===== src/rtl/adc_rx_multi.sv =====
// adc_rx_multi: NCH-channel serial ADC frame receiver with valid/ack output; ADC_RX_OVERRUN_EN enables sticky overrun
module adc_rx_multi #(
  parameter int DATA_W = 12,
  parameter int FRAME_LEN = 16,
  parameter int NCH = 2,
  parameter int GAP = 1
) (
  input  logic                    sclk,
  input  logic                    rst,
  input  logic [NCH-1:0]          sdata,
  input  logic                    rx_en,
  input  logic                    cont,
  input  logic                    ack,
  output logic                    cs,
  output logic [NCH*DATA_W-1:0]   dout,
  output logic                    dout_valid,
  output logic                    rx_done_tick,
  output logic                    busy,
  output logic                    overrun
);
  localparam int GW = GAP > 1 ? $clog2(GAP) : 1;
  localparam int BW = FRAME_LEN > 1 ? $clog2(FRAME_LEN) : 1;
  if (DATA_W > FRAME_LEN || FRAME_LEN > 64 || GAP < 1 || NCH < 1) begin : g_bad_params
    $error("adc_rx_multi: illegal parameter combination");
  end
  typedef enum logic [1:0] {IDLE, QUIET, SHIFT, DONE} state_t;
  state_t state;
  logic [GW-1:0] gap_cnt;
  logic [BW-1:0] bit_cnt;
  logic [NCH*DATA_W-1:0] sh, nxt;
  assign cs = state != SHIFT;
  assign busy = state != IDLE;
  always_comb begin
    nxt = '0;
    for (int i = 0; i < NCH; i++) nxt[i*DATA_W +: DATA_W] = DATA_W'({sh[i*DATA_W +: DATA_W], sdata[i]});
  end
  // the result is captured on the last shift edge so dout, dout_valid and the tick appear together in DONE
  always_ff @(posedge sclk) begin
    if (rst) begin
      state <= IDLE;
      gap_cnt <= '0;
      bit_cnt <= '0;
      sh <= '0;
      dout <= '0;
      dout_valid <= 1'b0;
      rx_done_tick <= 1'b0;
    end else begin
      rx_done_tick <= 1'b0;
      if (ack && state != DONE) dout_valid <= 1'b0;
      case (state)
        IDLE: if (rx_en || cont) begin
          state <= QUIET;
          gap_cnt <= '0;
        end
        QUIET: if (gap_cnt == GW'(GAP - 1)) begin
          state <= SHIFT;
          bit_cnt <= '0;
        end else gap_cnt <= gap_cnt + 1'b1;
        SHIFT: begin
          sh <= nxt;
          if (bit_cnt == BW'(FRAME_LEN - 1)) begin
            state <= DONE;
            dout <= nxt;
            dout_valid <= 1'b1;
            rx_done_tick <= 1'b1;
          end else bit_cnt <= bit_cnt + 1'b1;
        end
        default: begin
          state <= cont ? QUIET : IDLE;
          gap_cnt <= '0;
        end
      endcase
    end
  end
`ifdef ADC_RX_OVERRUN_EN
  always_ff @(posedge sclk) begin
    if (rst) overrun <= 1'b0;
    else if (state == SHIFT && bit_cnt == BW'(FRAME_LEN - 1) && dout_valid && !ack) overrun <= 1'b1;
  end
`else
  assign overrun = 1'b0;
`endif
endmodule


===== config.mk =====
export PLATFORM = sky130hd
export DESIGN_NAME = adc_rx_multi
export DESIGN_NICKNAME = d
export VERILOG_FILES = /design/src/rtl/adc_rx_multi.sv
export SDC_FILE = /design/constraint.sdc
export NUM_CORES = 1
export LEC_CHECK = 0
export ABC_AREA = 1
export BUFFER_PORTS_ARGS = -buffer_cell sky130_fd_sc_hd__buf_2
export CAP_MARGIN = 40
export CORE_MARGIN = 2
export CORE_UTILIZATION = 54
export DETAILED_ROUTE_END_ITERATION = 7
export HOLD_SLACK_MARGIN = 0.02
export PLACE_DENSITY = 0.77
export SYNTH_ARGS = -nofsm -noshare
export SYNTH_HDL_FRONTEND = slang
export SYNTH_SLANG_ARGS = --single-unit

===== constraint.sdc =====
create_clock -name sclk -period 1.8 [get_ports sclk]
set_input_delay 0.09 -clock sclk [delete_from_list [all_inputs] [get_ports sclk]]
set_output_delay 0.09 -clock sclk [all_outputs]
set_load 0.03 [all_outputs]

==> metrics.txt <==
Post-CTS Resized 0; Final Max Tran Viols 0; Fill cells around 330; total gr overflow 0; total number of vias around 1600; mux contribution to synthesized area 0%; CTS Buffer Depth 2; largest net degree at the start of global routing 40; CP max FO 17; post-synthesis simple-gate area fraction roughly a fifth; status complete, no violations; vias per cell roughly 5.0; Layout Area Growth over Synthesis 14.9%; RD Place Congestion 0.758; Fin. Hold Viols 0; flip-flop and latch count after synthesis 54; die extent in y about 66 microns; Core Rows 22; crit path time final 1640 ps; Synth Cell Area just over 0.002 sq mm; CP cell instances inv_1, ha_1, inv_1, buf_4, buf_2; max-cap viol count 0; DP HPWL 2480 microns; gr usage total a little under a fifth; die width approximately 66 microns; number of global-route vias before repair roughly 1400; Initial Utilization a little under three fifths; Sink Count 54; Pint about 2 mW; worst vdd ir approximately 0.83 mV; main combinational cell family by area after synthesis simple AND/OR/NAND/NOR gates; clock skew roughly 3.5 ps; Worst path slowest cell dfxtp_1; slew of the pin with the lowest slew margin roughly 530 ps; syn avg cell area 8.21 sq um; Root Driver clkbuf_8; Achievable Freq slightly above 0.6 GHz; die area approximately 0.0043 sq mm; Clock Latency Late Sink 290 ps; Reg power frac a little over half; Avg WL per Cell approximately 11 microns; post-route setup TNS 0 ps; global-route wire length before repair between 6000 and 7000 microns; Detail Route Antenna Nets 0; Min-Delay Path Class in2reg; Synth warnings 0; Comb power frac 18.3%; Syn Inst Count between 200 and 250; Slew HR ~65%; cell mode on critical path inv_1; critical path type reg2out; Post-Synth XOR/XNOR Area 0%; Post CTS Setup Buffer Count 0; Buffers on Ports 34; I/O pin count 36; CP arrival 1550 ps; Worst path max stage delay ~360 ps; final core utilization approximately 64%; Ant. Diodes 0; adder-cell share of the synthesized area under 10%; Lkg Pwr 1.03 nW; RSZ-0062 raised after global routing false; cts bufs inserted 5; drt first pass iters 4; Total Nets Final a little under 300; hold-fix buffer count after cts 0; Power Density 1200 mW/mm^2; Req. time, crit path about 1700 ps; Synth cell types 22; final period utilization roughly nine tenths; share of layout cells above drive strength 1 between 20% and 30%; Residual DRC 0; crit end category output pin; Net Switching roughly 0.8 mW; H-tree Lvls 2; Seq/Total Area, Yosys between 50% and 60%; final non-filler cell total 328; final setup vio count 0; routed wire length 3710 microns; Syn Nets roughly 260; clock slew at reported path FFs ~90 ps; DR iter-0 viols a little over 70; sw frac 29.0%; initial antenna violation count 0; TritonCTS clock tree done; Startpoint Class flip-flop; CORE AREA between 0.003 and 0.004 sq mm; Synth Area in Compound Gates between 15 and 20%; Clock power frac ~28%; dpl cells between 300 and 400
==> kinds of logic (layout without fill, tap and decap cells) <==
kind of cell | Yosys count | count (layout)
AOI/OAI and AO/OA | 68 | 68
adders and majority gates | 5 | 5
DFF | 54 | 54
buffers and inverters | 34 | 65
and+or+nand+nor | 87 | 87
other | 1 | 1
==> metal layers <==
layer / share of wire [%] / global-route usage (%)
met1: 48 / 25.0
met2: 46 / 28.3
met5: 0 / 0
met3: 4.8 / 5.82
met4: 0.51 / 6.25
==> cell usage in the layout, fill, tap and decap left out, drive strengths merged <==
master	count
dfxtp	54
o21ai	39
buf	39
nand2	37
nor2	33
a21oi	28
inv	18
nand3	15
clkbuf	6
ha	5
nand4	2
clkinv	1
a21boi	1
conb	1
bufinv	1
==> sequential cells by signal, summed over array words and instances, names as in the netlist <==
signal	flops
dout	24
sh	22
bit_cnt	4
state	2
dout_valid	1
rx_done_tick	1
==> path summary, 6_finish.rpt <==
check,to,startpoint,slack (ps),cells after the start
worst min register to register,dout[14],dout[14],470,2
worst max register to register,bit_cnt[0],state[0],260,7
worst max-delay path,cs,state[0],160,5
worst min-delay path,dout[12],sdata[1],40,3
==> power groups by stage <==
stage / clock, mW / combinational (mW) / sequential (mW)
5_1_grt: 0.870 / 0.591 / 1.52
4_1_cts: 0.824 / 0.519 / 1.50
3_5_place_dp: 0 / 0.515 / 1.52
6_report: 0.802 / 0.515 / 1.50
3_3_place_gp: 0 / 0.510 / 1.52
2_1_floorplan: 0 / 0.408 / 1.49
==> cell usage after synthesis <==
cell type  count  share of area (%)
a21boi_0       1               0.37
a21oi_1       22                5.4
a21oi_2        6                2.6
buf_1          2               0.37
buf_2          7                1.7
buf_4          1               0.37
buf_6          1               0.55
clkbuf_1       4               0.73
clkinv_2       1               0.24
conb_1         1               0.18
dfxtp_1       54                 53
ha_1           5                3.1
inv_1         17                3.1
inv_2          1               0.18
nand2_1       30                5.5
nand2_2        7                2.1
nand3_1       15                3.7
nand4_1        1               0.31
nand4_4        1                1.0
nor2_1        33                6.1
o21ai_0       38                9.3
o21ai_1        1               0.24
==> worst max-delay path: cells and delay by family, from the launching register on <==
| kind | cells | cell delay, ps |
|---|---|---|
| buffers and inverters | 4 | 630 |
| DFF | 1 | 360 |
| adders and majority gates | 1 | 270 |
==> metrics by stage <==
stage | hold WS [ps] | worst slack, ps | area, sq um | total power, mW
after floorplan | 225 | 337 | 2040 | 1.90
after global placement | 345 | 295 | 2240 | 2.03
after detailed placement | 355 | 268 | 2240 | 2.04
after CTS | 36.4 | 142 | 2350 | 2.84
after global routing | 47.1 | 69.9 | 2350 | 2.98
final | 43.3 | 160 | 2350 | 2.81
==> final cells by class <==
cell class                      instances  area, sq um  share of cell area [%]
Inverter                               19         72.6                    3.09
Sequential cell                        54         1080                    46.0
Clock buffer                            6         82.6                    3.52
Timing Repair Buffer                   39          208                    8.84
Multi-Input combinational cell        161          815                    34.7
Tap cell                               48         60.1                    2.56
Clock inverter                          1         30.0                    1.28
Power figures use the tool's default switching activity.
